[src/rtl/multicycle_control_unit.sv]
// rtl/multicycle_control_unit.sv - multicycle FETCH/DECODE/EXEC/MEM/WB control FSM with memory timeout fault
module multicycle_control_unit #(
  parameter int ALU_OP_W    = 3,
  parameter int MEM_TIMEOUT = 15
) (
  input  logic                clk,
  input  logic                reset,
  input  logic [3:0]          opcode,
  input  logic                instr_valid,
  input  logic                alu_zero,
  input  logic                alu_carry,
  input  logic                mem_ready,
  output logic                ir_load,
  output logic                pc_inc,
  output logic                pc_write,
  output logic                branch,
  output logic                mem_read,
  output logic                mem_write,
  output logic                mem_to_reg,
  output logic                alu_src,
  output logic                reg_write,
  output logic [ALU_OP_W-1:0] alu_op,
  output logic                zf,
  output logic                cf,
  output logic                busy,
  output logic                fault
);

  localparam logic [3:0] OP_NOP  = 4'b0000;
  localparam logic [3:0] OP_ADD  = 4'b0001;
  localparam logic [3:0] OP_ADDI = 4'b0010;
  localparam logic [3:0] OP_AND  = 4'b0011;
  localparam logic [3:0] OP_ANDI = 4'b0100;
  localparam logic [3:0] OP_NAND = 4'b0101;
  localparam logic [3:0] OP_NOR  = 4'b0110;
  localparam logic [3:0] OP_JUMP = 4'b0111;
  localparam logic [3:0] OP_LD   = 4'b1000;
  localparam logic [3:0] OP_ST   = 4'b1001;
  localparam logic [3:0] OP_CMP  = 4'b1010;
  localparam logic [3:0] OP_JE   = 4'b1011;
  localparam logic [3:0] OP_JA   = 4'b1100;
  localparam logic [3:0] OP_JB   = 4'b1101;
  localparam logic [3:0] OP_JAE  = 4'b1110;
  localparam logic [3:0] OP_JBE  = 4'b1111;

  // The wait that would bring the counter up to MEM_TIMEOUT is the last one tolerated.
  localparam logic [7:0] WAIT_LIMIT = 8'(MEM_TIMEOUT - 1);

  typedef enum logic [2:0] {
    S_FETCH  = 3'd0,
    S_DECODE = 3'd1,
    S_EXEC   = 3'd2,
    S_MEM    = 3'd3,
    S_WB     = 3'd4,
    S_FAULT  = 3'd5
  } state_t;

  state_t     state;
  state_t     next_state;
  logic [3:0] ir;
  logic [7:0] wait_cnt;
  logic [2:0] alu_code;

  function automatic logic is_alu(input logic [3:0] op);
    return (op == OP_ADD) || (op == OP_ADDI) || (op == OP_AND) ||
           (op == OP_ANDI) || (op == OP_NAND) || (op == OP_NOR);
  endfunction

  function automatic logic [2:0] alu_code_of(input logic [3:0] op);
    logic [2:0] code;
    code = 3'b000;
    case (op)
      OP_AND:  code = 3'b001;
      OP_NAND: code = 3'b010;
      OP_NOR:  code = 3'b011;
      OP_ADDI: code = 3'b101;
      OP_ANDI: code = 3'b110;
      default: code = 3'b000;
    endcase
    return code;
  endfunction

  function automatic logic jump_taken(input logic [3:0] op, input logic z, input logic c);
    logic t;
    t = 1'b0;
    case (op)
      OP_JUMP: t = 1'b1;
      OP_JE:   t = z;
      OP_JA:   t = !z && !c;
      OP_JB:   t = !z && c;
      OP_JAE:  t = !c;
      OP_JBE:  t = z || c;
      default: t = 1'b0;
    endcase
    return t;
  endfunction

  // State register.
  always_ff @(posedge clk or negedge reset) begin
    if (!reset) begin
      state <= S_FETCH;
    end else begin
      state <= next_state;
    end
  end

  // Instruction register, compare flags and the MEM wait counter (held at zero outside MEM).
  always_ff @(posedge clk or negedge reset) begin
    if (!reset) begin
      ir       <= 4'b0000;
      zf       <= 1'b0;
      cf       <= 1'b0;
      wait_cnt <= 8'd0;
    end else begin
      if (state == S_FETCH && instr_valid) begin
        ir <= opcode;
      end
      if (state == S_EXEC && ir == OP_CMP) begin
        zf <= alu_zero;
        cf <= alu_carry;
      end
      if (state != S_MEM) begin
        wait_cnt <= 8'd0;
      end else if (!mem_ready) begin
        wait_cnt <= wait_cnt + 8'd1;
      end
    end
  end

  // Next-state decode; mem_ready wins over the timeout in the same cycle.
  always_comb begin
    next_state = state;
    case (state)
      S_FETCH:  if (instr_valid) next_state = S_DECODE;
      S_DECODE: next_state = S_EXEC;
      S_EXEC: begin
        if (is_alu(ir))                    next_state = S_WB;
        else if (ir == OP_LD || ir == OP_ST) next_state = S_MEM;
        else                               next_state = S_FETCH;
      end
      S_MEM: begin
        if (mem_ready)                     next_state = (ir == OP_LD) ? S_WB : S_FETCH;
        else if (wait_cnt == WAIT_LIMIT)   next_state = S_FAULT;
      end
      S_WB:     next_state = S_FETCH;
      S_FAULT:  next_state = S_FAULT;
      default:  next_state = S_FETCH;
    endcase
  end

  // Output decode from state, IR and flags; only the fetch handshake looks at instr_valid.
  always_comb begin
    ir_load    = 1'b0;
    pc_inc     = 1'b0;
    pc_write   = 1'b0;
    branch     = 1'b0;
    mem_read   = 1'b0;
    mem_write  = 1'b0;
    mem_to_reg = 1'b0;
    alu_src    = 1'b0;
    reg_write  = 1'b0;
    alu_code   = 3'b000;
    case (state)
      S_FETCH: begin
        ir_load = instr_valid && reset;
        pc_inc  = instr_valid && reset;
      end
      S_EXEC: begin
        if (is_alu(ir)) begin
          alu_code = alu_code_of(ir);
          alu_src  = (ir == OP_ADDI) || (ir == OP_ANDI);
        end else if (ir == OP_CMP) begin
          alu_code = 3'b100;
        end else if (jump_taken(ir, zf, cf)) begin
          pc_write = 1'b1;
          branch   = 1'b1;
        end
      end
      S_MEM: begin
        mem_read  = (ir == OP_LD);
        mem_write = (ir == OP_ST);
      end
      S_WB: begin
        reg_write  = 1'b1;
        mem_to_reg = (ir == OP_LD);
        if (is_alu(ir)) begin
          alu_code = alu_code_of(ir);
          alu_src  = (ir == OP_ADDI) || (ir == OP_ANDI);
        end
      end
      default: begin
      end
    endcase
  end

  assign alu_op = ALU_OP_W'(alu_code);
  assign busy   = (state != S_FETCH);
  assign fault  = (state == S_FAULT);

endmodule

[config.mk]
export PLATFORM = sky130hd
export DESIGN_NAME = multicycle_control_unit
export DESIGN_NICKNAME = d
export VERILOG_FILES = /design/src/rtl/multicycle_control_unit.sv
export SDC_FILE = /design/constraint.sdc
export NUM_CORES = 1
export LEC_CHECK = 0
export CORE_MARGIN = 3
export CORE_UTILIZATION = 51
export DETAILED_ROUTE_END_ITERATION = 16
export PLACE_DENSITY_LB_ADDON = 0.2
export SYNTH_ARGS = -nofsm -noshare
export SYNTH_HDL_FRONTEND = slang
export SYNTH_SLANG_ARGS = --single-unit
[constraint.sdc]
create_clock -name clk -period 3.91 [get_ports clk]
set_input_delay 0.782 -clock clk [delete_from_list [all_inputs] [get_ports clk]]
set_output_delay 0.782 -clock clk [all_outputs]
set_load 0.01 [all_outputs]
# Word level (Yosys, flattened, before mapping)
# Cells that the tools add are included.
totals:
  register_bits: 17
  inputBits: 10
  word_cells: 79
classes:
  n_addsub: 1
  eq_ne: 25
  n_mux: 29
  reduce_logical: 19
op_table:
  columns: ["op", "count"]
  rows:
  - ["== test 4 bit, second input constant", 8]
  - ["case mux 3 bit (5 select lines)", 2]
  - ["2-to-1 mux 3 bit", 8]
  - ["== test 4 x 3 -> 1 bit, second input constant", 4]
  - ["2-to-1 mux 8 bit", 2]
  - ["2-to-1 mux 1 bit", 14]
  - ["adder 8 x 1 -> 8 bit, second input constant", 1]
  - ["== test 4 x 2 -> 1 bit, second input constant", 2]
  - ["== test 8 x 4 -> 1 bit, second input constant", 1]
  - ["logical OR 1 bit", 8]
  - ["== test 3 x 2 -> 1 bit, second input constant", 2]
  - ["== test 3 bit, second input constant", 2]
  - ["case mux 1 bit (6 select lines)", 1]
  - ["case mux 3 bit (2 select lines)", 1]
  - ["logical AND 1 bit", 5]
  - ["== test 4 x 1 -> 1 bit, second input constant", 1]
  - ["== test 3 x 1 -> 1 bit, second input constant", 1]
  - ["logical NOT 3 bit", 1]
  - ["inequality test 3 x 2 -> 1 bit, second input constant", 1]
  - ["inequality test 3 bit, second input constant", 1]
  - ["nonzero test 3 bit", 1]
  - ["logical NOT 1 bit", 2]
  - ["2-to-1 mux 2 bit", 1]
  - ["inequality test 2 x 1 -> 1 bit, second input constant", 1]
  - ["other kinds (3)", 3]

# Logic depth before layout (Yosys ltp)
# Gate-level depths: netlist (run 1).
depth:
  ltp_word: 12
  depth_mapped: 6
  mapped_depth_nobuf: 6

# Least setup slack after synthesis (run 1)
# Ideal clock, no wire load.
synth_timing:
  kind: "register -> output"
  from: "register state[0]"
  to: "output pc_inc"
  arrival_ps: 1499
  path_slack_ps: 1629
  stages_incl_launch_ff: 6
  cell_sequence: "dfrtp_1 > clkbuf_1 > or3_1 > nor2_2 > and2_1 > buf_4"
synth_between:
  elab_chain_len: 2
synth_lines:
  columns: ["item", "line", "text"]
  rows:
  - ["start: declaration", "58", "state_t state;"]
  - ["start signal: assignment", "103", "state <= next_state;"]
  - ["logical NOT 3 bit", null, null]
  - ["2-to-1 mux 1 bit", null, null]
  - ["end: declaration", "14", "output logic pc_inc,"]
# Every way passes these cells.

# Worst setup path in the final report (run 1)
layout_timing:
  from: "input instr_valid"
  to: "output ir_load"
layout_between:
  elab_chain_len: 2
layout_lines:
  columns: ["item", "line", "text"]
  rows:
  - ["start: declaration", "9", "input logic instr_valid,"]
  - ["logical AND 1 bit", "165", "ir_load = instr_valid && reset;"]
  - ["2-to-1 mux 1 bit", "163", "case (state)"]
  - ["end: declaration", "13", "output logic ir_load,"]
# Every way passes these cells.

==> results.sh, run 1 <==
export IMPL_synth_top_cell_area_share_pct=40.9
export IMPL_synth_adder_area_share_pct=2.41
export IMPL_fp_dieW_um=51.2
export IMPL_worstPathRequired_ns=3.13
export IMPL_maxSlewViolCount=0
export IMPL_criticalPathCategory="primary input to output port"
export IMPL_overflow=0
export IMPL_synth_nets=124
export IMPL_clock_sinks=17
export IMPL_start_util_pct=57.1
export IMPL_power_uw=735
export IMPL_synth_compound_area_share_pct=7.82
export IMPL_hold_viol=0
export IMPL_async_reset_ff_share_pct=100
export IMPL_hold_buffers=0
export IMPL_yosys_area_share_simple_pct=29.1
export IMPL_power_leakage_nw=0.548
export IMPL_synth_mux_area_share_pct=6.50
export IMPL_layout_nets=147
export IMPL_critPathCaptureType="output port"
export IMPL_firstDrtPassIters=4
export IMPL_fillCellCount=166
export IMPL_crit_chain="clkdlybuf4s50_1 > inv_1 > nor2_2 > and2_1 > clkdlybuf4s50_1"
export IMPL_netlist_area_um2=1040
export IMPL_postSynthAreaPerCell_um2=9.28
export IMPL_synth_xor_area_share_pct=6.74
export IMPL_syn2layout_area_growth_pct=25.8
export IMPL_antenna_found_initial=0
export IMPL_drt_initial_drc_count=4
export IMPL_gr_usage_all_layers_pct=18.1
export IMPL_r2r_slack_ns=2.08
export IMPL_vias=870
export IMPL_cts_root_buf="clkbuf_4"
export IMPL_dp_cells=155
export IMPL_portBuffers=25
export IMPL_rsz0062_at_grt="false"
export IMPL_cts_buffers=3
export IMPL_crit_start="instr_valid"
export IMPL_die_h_um=51.2
export IMPL_clkLatencyLatePin_ns=0.29
export IMPL_cp_slowest_cell="clkdlybuf4s50_1"
export IMPL_seq_area_frac_synth_pct=40.9
export IMPL_drive_above_1_share_pct=10.4
export IMPL_min_path_type="flop to flop"
export IMPL_grt_pass1_vias=834
export IMPL_die_area_um2=2620
export IMPL_yosys_top_cells_area="dfrtp_1 41%, mux2_2 6.5%, xnor2_1 4.2%, nor2_1 4.0%, o21ai_0 2.9%"
export IMPL_yosysMostFrequentCell="dfrtp_1"
export IMPL_endpoint="ir_load"
export IMPL_finalSetupViolations=0
export IMPL_seq_area_um2=425
export IMPL_cts_resized=0
export IMPL_cap_viol_max_count=0
export IMPL_hpwl_um=1640
export IMPL_fin_skew_ns=0.00829
export IMPL_grt_first_pass_wirelength_um=3640
export IMPL_multi_input_area_um2=547
export IMPL_synth_flop_cell="dfrtp_1"
export IMPL_arrival_ns=2.31
export IMPL_setup_tns_final_ns=0
export IMPL_reg2regPathDepth=4
export IMPL_timing_fmax_mhz=324
export IMPL_slowest_delay_ns=0.54
export IMPL_worst_path_most_repeated_cell="clkdlybuf4s50_1"
export IMPL_wl_per_cell_um=13.5
export IMPL_rows=15
export IMPL_powerDensity_nw_per_um2=563
export IMPL_final_cells=159
export IMPL_worstReg2RegStart="state[2]$_DFFE_PN0P_"
export IMPL_peakVddDrop_uv=377
export IMPL_routed_via_density=5.47
export IMPL_worst_path_max_fanout=5
export IMPL_synth_warnings=0
export IMPL_startpoint_type="primary input"
export IMPL_status="finished clean"
export IMPL_synth_edff_count=0
export IMPL_synth_commonest_cells="17 x dfrtp_1, 11 x nor2_1, 7 x nand2_1, 6 x mux2_2, 6 x o21ai_0"
export IMPL_postCtsSetupBuffers=0
export IMPL_fin_crit_ns=3.09
export IMPL_ant_nets=0
export IMPL_diodes=0
export IMPL_synth_top_family_by_area="simple AND/OR/NAND/NOR gates"
export IMPL_grt_max_degree=18
export IMPL_yosysTopAreaCell="dfrtp_1"
export IMPL_finalCritPeriodShare_pct=79.0
export IMPL_relSlewSlack_pct=70.0
export IMPL_ys_types=35
export IMPL_clkTransAtPathRegs_ns=0.10
export IMPL_gp_congestion=0.808
export IMPL_top_level_ports=26
export IMPL_h_tree_depth=1
export IMPL_remaining_drc_errors=0
export IMPL_clk_path_buf_depth=2
export IMPL_syn_instance_count=112
export IMPL_final_util_pct=71.8
export IMPL_wirelength_um=2140
export IMPL_synth_seq_cells=17
export IMPL_whs_ns=0.552
export IMPL_worst_slew_pin_slew_ns=0.449
export IMPL_core_area_um2=1820
export IMPL_r2r_end="state[2]$_DFFE_PN0P_"
export IMPL_cts_tree="yes"
-- critical path: cells and delay by family --
| kind | cells | cell delay (ns) |
|---|---|---|
| buffers and inverters | 3 | 1.10 |
| and+or+nand+nor | 2 | 0.41 |
-- layer usage --
layer  vias to the layer above  wire length [um]  global-route usage (%)
li1                        427                 -                       -
met1                       418              1030                    23.8
met2                        23               986                    29.6
met3                         2               109                    5.54
met4                         0                13                    3.14
met5                         -                 0                       0
-- through the flow --
| step | setup slack (ns) | cell area [um2] |
|---|---|---|
| 3_5_place_dp | 0.846 | 1280 |
| 5_1_grt | 0.731 | 1310 |
| 3_3_place_gp | 0.846 | 1280 |
| 2_1_floorplan | 1.63 | 1040 |
| 4_1_cts | 0.821 | 1310 |
| 6_report | 0.821 | 1310 |
-- sequential cells by signal, indices dropped and copies added (netlist names) --
register / cells
wait_cnt: 8
ir: 4
zf: 1
cf: 1
state: 3
-- worst min path at each step --
stage | start | end | slack [ns] | cells past startpoint
floorplan | reset | cf$_DFFE_PN0P_ | 0.49 | 0
global placement | wait_cnt[7]$_DFFE_PN0P_ | wait_cnt[7]$_DFFE_PN0P_ | 0.53 | 2
detailed placement | wait_cnt[7]$_DFFE_PN0P_ | wait_cnt[7]$_DFFE_PN0P_ | 0.54 | 2
CTS | wait_cnt[7]$_DFFE_PN0P_ | wait_cnt[7]$_DFFE_PN0P_ | 0.56 | 2
global route | wait_cnt[7]$_DFFE_PN0P_ | wait_cnt[7]$_DFFE_PN0P_ | 0.58 | 2
finish | wait_cnt[7]$_DFFE_PN0P_ | wait_cnt[7]$_DFFE_PN0P_ | 0.55 | 2
-- layout make-up --
cell class	instances	area share, %
Multi-Input combinational cell	82	41.8
Sequential cell	17	32.5
Timing Repair Buffer	26	19.7
Tap cell	25	2.39
Clock buffer	3	1.72
Inverter	5	1.44
Clock inverter	1	0.383
-- cells by family after synthesis --
group,Yosys count
xor gates and xnor gates,8
muxes,6
AOI/OAI and AO/OA,13
adders and majority gates,2
and+or+nand+nor,53
DFF,17
buffers and inverters,13
-- cell usage in the layout, fill, tap and decap left out, types with 3 or more instances in the layout --
| cell type | Yosys | final |
|---|---|---|
| and3_1 | 4 | 4 |
| clkbuf_4 | 0 | 3 |
| clkdlybuf4s50_1 | 0 | 25 |
| dfrtp_1 | 17 | 17 |
| inv_1 | 5 | 5 |
| mux2_2 | 6 | 6 |
| nand2_1 | 7 | 7 |
| nand2b_1 | 4 | 4 |
| nor2_1 | 11 | 11 |
| nor3_1 | 4 | 4 |
| nor3b_1 | 4 | 4 |
| o21ai_0 | 6 | 6 |
| or3_1 | 3 | 3 |
| xnor2_1 | 5 | 5 |
| xor2_1 | 3 | 3 |
-- where the power goes --
| group | switching (mW) | internal [mW] |
|---|---|---|
| sequential | 0.0959 | 0.222 |
| clock | 0.0555 | 0.0380 |
| combinational | 0.133 | 0.191 |
Power figures use the tool's default switching activity.
==> run 2, diff against run 1 <==
--- a/config.mk
+++ b/config.mk
@@ -6,7 +6,7 @@
 export NUM_CORES = 1
 export LEC_CHECK = 0
 export CORE_MARGIN = 3
-export CORE_UTILIZATION = 51
+export CORE_UTILIZATION = 48
 export DETAILED_ROUTE_END_ITERATION = 16
 export PLACE_DENSITY_LB_ADDON = 0.2
 export SYNTH_ARGS = -nofsm -noshare
==> constraint.sdc (replaced) <==
create_clock -name clk -period 3.05 [get_ports clk]
set_input_delay 0.61 -clock clk [delete_from_list [all_inputs] [get_ports clk]]
set_output_delay 0.61 -clock clk [all_outputs]
set_load 0.01 [all_outputs]
==> run 2 against run 1 <==
Die area increased by 5.5%. Global-route usage decreased by 1.7 points. Final area increased by 0.77%. Largest cell class unchanged. First-iteration DRC count increased to 4.0 times the previous value. Routed wire length decreased by 6.0%. Total power increased by 27%. Setup slack got worse by 0.55 ns. Count of clock-buffer cells in the layout unchanged. Via count decreased by 1.8%.
==> results.sh, run 2 (synthesized netlist as in run 1, its figures left out) <==
export IMPL_drive_above_1_share_pct=11.1
export IMPL_die_area_um2=2760
export IMPL_arrival_ns=2.17
export IMPL_grt_max_degree=18
export IMPL_final_util_pct=65.8
export IMPL_pre_cts_ws_ns=0.322
export IMPL_powerDensity_nw_per_um2=711
export IMPL_cts_buffers=3
export IMPL_seqPwrFrac_pct=43.0
export IMPL_status="finished clean"
export IMPL_p_int_uw=582
export IMPL_worstPathRequired_ns=2.44
export IMPL_cts_root_buf="clkbuf_4"
export IMPL_clkLatencyLatePin_ns=0.29
export IMPL_layout_setup_ws_ns=0.267
export IMPL_top_level_ports=26
export IMPL_rsz0062_at_grt="false"
export IMPL_fin_skew_ns=0.000860
export IMPL_clock_sinks=17
export IMPL_layout_nets=148
export IMPL_hold_buffers=0
export IMPL_core_area_um2=2000
export IMPL_portBuffers=25
export IMPL_wl_per_cell_um=12.4
export IMPL_fp_dieW_um=52.5
export IMPL_wirelength_um=2010
export IMPL_setup_tns_final_ns=0
export IMPL_hpwl_um=1570
export IMPL_cts_resized=0
export IMPL_grt_pass1_vias=751
export IMPL_cts_tree="yes"
export IMPL_critPathCaptureType="output port"
export IMPL_clk_path_buf_depth=2
export IMPL_vias=854
export IMPL_final_common_cell="clkdlybuf4s50_1"
export IMPL_ant_nets=0
export IMPL_startpoint_type="flop"
export IMPL_wirelength_met1_um=962
export IMPL_gr_usage_all_layers_pct=16.4
export IMPL_h_tree_depth=1
export IMPL_final_cells=162
export IMPL_finalCritPeriodShare_pct=91.2
export IMPL_layout_common_cells="25 x clkdlybuf4s50_1, 17 x dfrtp_1, 11 x nor2_1"
export IMPL_rows=16
export IMPL_slowest_delay_ns=0.54
export IMPL_remaining_drc_errors=0
export IMPL_start_util_pct=51.9
export IMPL_min_path_type="flop to flop"
export IMPL_regMostFlops="wait_cnt"
export IMPL_reg_top3="wait_cnt (8), ir (4), state (3)"
export IMPL_cap_viol_max_count=0
export IMPL_drt_initial_drc_count=16
export IMPL_overflow=0
export IMPL_gp_congestion=0.842
export IMPL_routed_via_density=5.27
export IMPL_p_switching_uw=355
export IMPL_clockPowerShare_pct=12.6
export IMPL_timing_fmax_mhz=359
export IMPL_p_comb_share_pct=44.4
export IMPL_worst_slew_pin_slew_ns=0.460
export IMPL_antenna_found_initial=0
export IMPL_highest_layer="met4"
export IMPL_die_h_um=52.5
export IMPL_grt_first_pass_wirelength_um=3300
export IMPL_power_uw=937
export IMPL_power_leakage_nw=0.552
export IMPL_firstDrtPassIters=4
export IMPL_finalSetupViolations=0
export IMPL_clkTransAtPathRegs_ns=0.09
export IMPL_fin_crit_ns=2.78
export IMPL_peakVddDrop_uv=572
export IMPL_crit_chain="or3_1 > nor2_2 > and2_1 > clkdlybuf4s50_1"
export IMPL_worst_path_max_fanout=9
export IMPL_relSlewSlack_pct=69.3
export IMPL_cp_slowest_cell="clkdlybuf4s50_1"
export IMPL_criticalPathCategory="flop to output port"
export IMPL_switching_share_pct=37.9
export IMPL_largest_reg_flops=8
export IMPL_postCtsSetupBuffers=0
export IMPL_maxSlewViolCount=0
export IMPL_fillCellCount=175
export IMPL_hold_viol=0
export IMPL_wl_met3_um=120
export IMPL_syn2layout_area_growth_pct=26.7
export IMPL_diodes=0
export IMPL_wl_met2_um=920
export IMPL_dp_cells=158
## run 2: changes by cell type in the layout (fill, tap and decap cells not counted)
cell / before / now
buf_4: 1 / 2
## run 2: cell type report
| class | count | area (um2) | area share, % |
|---|---|---|---|
| multi-input cells | 82 | 547 | 41.5 |
| flip-flops and latches | 17 | 425 | 32.3 |
| repair buffers | 27 | 265 | 20.1 |
| well taps | 27 | 33.8 | 2.56 |
| clock buffers | 3 | 22.5 | 1.71 |
| inverters | 5 | 18.8 | 1.42 |
| clock inverters | 1 | 5.00 | 0.380 |
## run 2: stage by stage
stage / instance area (um2) / hold WS [ns]
after floorplan: 1040 / 0.314
after global placement: 1290 / 0.526
after detailed placement: 1290 / 0.530
after CTS: 1320 / 0.549
after global routing: 1320 / 0.590
final: 1320 / 0.551
## run 2: final timing paths
check                                             start                 endpoint  slack (ns)  cells after the start
worst max-delay path               state[0]$_DFFE_PN0P_                  ir_load        0.27                      4
worst min-delay path            wait_cnt[7]$_DFFE_PN0P_  wait_cnt[7]$_DFFE_PN0P_        0.55                      2
worst max register to register     state[2]$_DFFE_PN0P_     state[2]$_DFFE_PN0P_        1.39                      5
worst min register to register  wait_cnt[7]$_DFFE_PN0P_  wait_cnt[7]$_DFFE_PN0P_        0.55                      2
max in group asynchronous                         reset  wait_cnt[3]$_DFFE_PN0P_        2.16                      2
min in group asynchronous                         reset  wait_cnt[4]$_DFFE_PN0P_        0.71                      2
## run 2: power by group through the flow
stage	logic, mW	registers (mW)	clock network [mW]
global placement	0.409	0.402	0
detailed placement	0.419	0.407	0
floorplan	0.338	0.333	0
finish	0.416	0.403	0.118
CTS	0.421	0.402	0.126
global route	0.456	0.420	0.134
## run 2: per-layer routing
layer  vias to the layer above  track usage [%]
met1                       401             22.5
met5                         -                0
li1                        428                -
met4                         0             3.83
met2                        23             24.4
met3                         2             5.98
## run 2: critical path, delay by kind of cell, from the launching register on
family | cells | cell delay [ns]
simple gates | 3 | 0.86
buf+inv | 1 | 0.54
flops | 1 | 0.48
==> run 3, diff against run 2 <==
--- a/config.mk
+++ b/config.mk
@@ -6,7 +6,8 @@
 export NUM_CORES = 1
 export LEC_CHECK = 0
 export CORE_MARGIN = 3
-export CORE_UTILIZATION = 48
+export CORE_UTILIZATION = 50
+export CTS_BUF_LIST = sky130_fd_sc_hd__clkbuf_8
 export DETAILED_ROUTE_END_ITERATION = 16
 export PLACE_DENSITY_LB_ADDON = 0.2
 export SYNTH_ARGS = -nofsm -noshare
==> run 3 against run 2 <==
Hold slack improved by 0.00077 ns. Sequential share of layout area is 0.57 points lower. Utilization grew 7.1 points. Non-clock buffer count increased by 1. Critical path depth decreased by 1. Sequential power about the same. Die area decreased by 3.5%. Final area is 1.8% higher. Flip-flop and latch count did not move.
==> results.sh, run 3 (synthesized netlist as in run 1, its figures left out) <==
export IMPL_regMostFlops="wait_cnt"
export IMPL_worstPathRequired_ns=2.44
export IMPL_fin_crit_ns=2.67
export IMPL_wl_met3_um=106
export IMPL_drt_initial_drc_count=12
export IMPL_maxSlewViolCount=0
export IMPL_top_level_ports=26
export IMPL_core_area_um2=1840
export IMPL_powerDensity_nw_per_um2=753
export IMPL_arrival_ns=2.06
export IMPL_placed_area_um2=1290
export IMPL_wl_per_cell_um=14.7
export IMPL_worst_path_max_fanout=9
export IMPL_cts_tree="yes"
export IMPL_syn2layout_area_growth_pct=29.0
export IMPL_clk_path_buf_depth=2
export IMPL_cap_viol_max_count=0
export IMPL_gr_usage_all_layers_pct=20.7
export IMPL_clock_sinks=17
export IMPL_portBuffers=25
export IMPL_hpwl_um=1750
export IMPL_criticalPathCategory="flop to output port"
export IMPL_slowest_delay_ns=0.59
export IMPL_antenna_found_initial=0
export IMPL_grt_first_pass_wirelength_um=4080
export IMPL_largest_reg_flops=8
export IMPL_drive_above_1_share_pct=11.8
export IMPL_worst_slew_pin_slew_ns=0.419
export IMPL_clkLatencyLatePin_ns=0.26
export IMPL_crit_chain="nor3b_1 > nor3b_1 > clkdlybuf4s50_1"
export IMPL_power_leakage_nw=0.565
export IMPL_layout_nets=149
export IMPL_highest_layer="met4"
export IMPL_wirelength_met1_um=1060
export IMPL_pre_cts_ws_ns=0.401
export IMPL_fin_skew_ns=0.00289
export IMPL_cp_slowest_cell="clkdlybuf4s50_1"
export IMPL_reg_top3="wait_cnt (8), ir (4), state (3)"
export IMPL_layout_setup_ws_ns=0.378
export IMPL_finalCritPeriodShare_pct=87.6
export IMPL_critPathBufInv=1
export IMPL_firstDrtPassIters=4
export IMPL_gp_congestion=0.773
export IMPL_relSlewSlack_pct=72.0
export IMPL_diodes=0
export IMPL_path_delay_family="simple AND/OR/NAND/NOR gates"
export IMPL_overflow=0
export IMPL_final_common_cell="clkdlybuf4s50_1"
export IMPL_finalSetupViolations=0
export IMPL_routed_via_density=5.57
export IMPL_vias=897
export IMPL_final_util_pct=72.9
export IMPL_fp_dieW_um=51.6
export IMPL_h_tree_depth=1
export IMPL_clkTransAtPathRegs_ns=0.07
export IMPL_postCtsSetupBuffers=0
export IMPL_peakVddDrop_uv=530
export IMPL_status="finished clean"
export IMPL_die_h_um=51.6
export IMPL_min_path_type="flop to flop"
export IMPL_remaining_drc_errors=0
export IMPL_r2r_slack_ns=1.38
export IMPL_startpoint_type="flop"
export IMPL_grt_max_degree=18
export IMPL_timing_fmax_mhz=374
export IMPL_die_area_um2=2660
export IMPL_stdcell_area_um2=1340
export IMPL_setup_tns_final_ns=0
export IMPL_hold_buffers=0
export IMPL_wl_met2_um=1140
export IMPL_hold_viol=0
export IMPL_rsz0062_at_grt="false"
export IMPL_worst_path_most_repeated_cell="nor3b_1"
export IMPL_cts_buffers=3
export IMPL_cts_root_buf="clkbuf_8"
export IMPL_start_util_pct=56.5
export IMPL_ant_nets=0
export IMPL_rows=15
export IMPL_critPathCaptureType="output port"
export IMPL_grt_pass1_vias=902
export IMPL_cts_resized=0
export IMPL_wirelength_um=2360
export IMPL_layout_common_cells="25 x clkdlybuf4s50_1, 17 x dfrtp_1, 11 x nor2_1"
-- run 3: path summary, 6_finish.rpt --
check                      cells past startpoint                    start                 endpoint
setup reg to reg                               5     state[2]$_DFFE_PN0P_     state[2]$_DFFE_PN0P_
hold reg to reg                                2  wait_cnt[7]$_DFFE_PN0P_  wait_cnt[7]$_DFFE_PN0P_
min in group asynchronous                      2                    reset  wait_cnt[6]$_DFFE_PN0P_
hold / removal                                 2  wait_cnt[7]$_DFFE_PN0P_  wait_cnt[7]$_DFFE_PN0P_
setup / recovery                               3        ir[1]$_DFFE_PN0P_                 mem_read
max in group asynchronous                      2                    reset        ir[2]$_DFFE_PN0P_
-- run 3: routing by layer --
layer	up-vias	track usage (%)
li1	438	-
met1	429	25.1
met2	25	34.5
met3	5	4.30
met4	0	10.5
met5	-	0
-- run 3: where the power goes --
group | internal [mW] | switching [mW]
Sequential | 0.285 | 0.121
Clock | 0.0908 | 0.0807
Combinational | 0.256 | 0.178
-- run 3: stage by stage --
step                cells  hold WS (ns)  power (mW)
floorplan             112         0.314       0.671
global placement      157         0.525       0.818
detailed placement    157         0.535       0.842
CTS                   161         0.553        1.01
global route          161         0.592        1.08
finish                161         0.551        1.01
-- run 3: area by class of cell --
cell class,instances,area (um2)
clock buffer,3,41.3
clock inverter,1,5.00
fill,153,498
inverter,5,18.8
multi-input combinational,82,547
sequential,17,425
tap,25,31.3
timing repair buffer,28,273
-- run 3: worst reg2reg max path: stages, from the launching register on --
cell and delay, ns:
dfrtp_1 0.46, nand3b_1 0.14, buf_4 0.18, nor3b_1 0.08, or4_1 0.50, and3_1 0.19
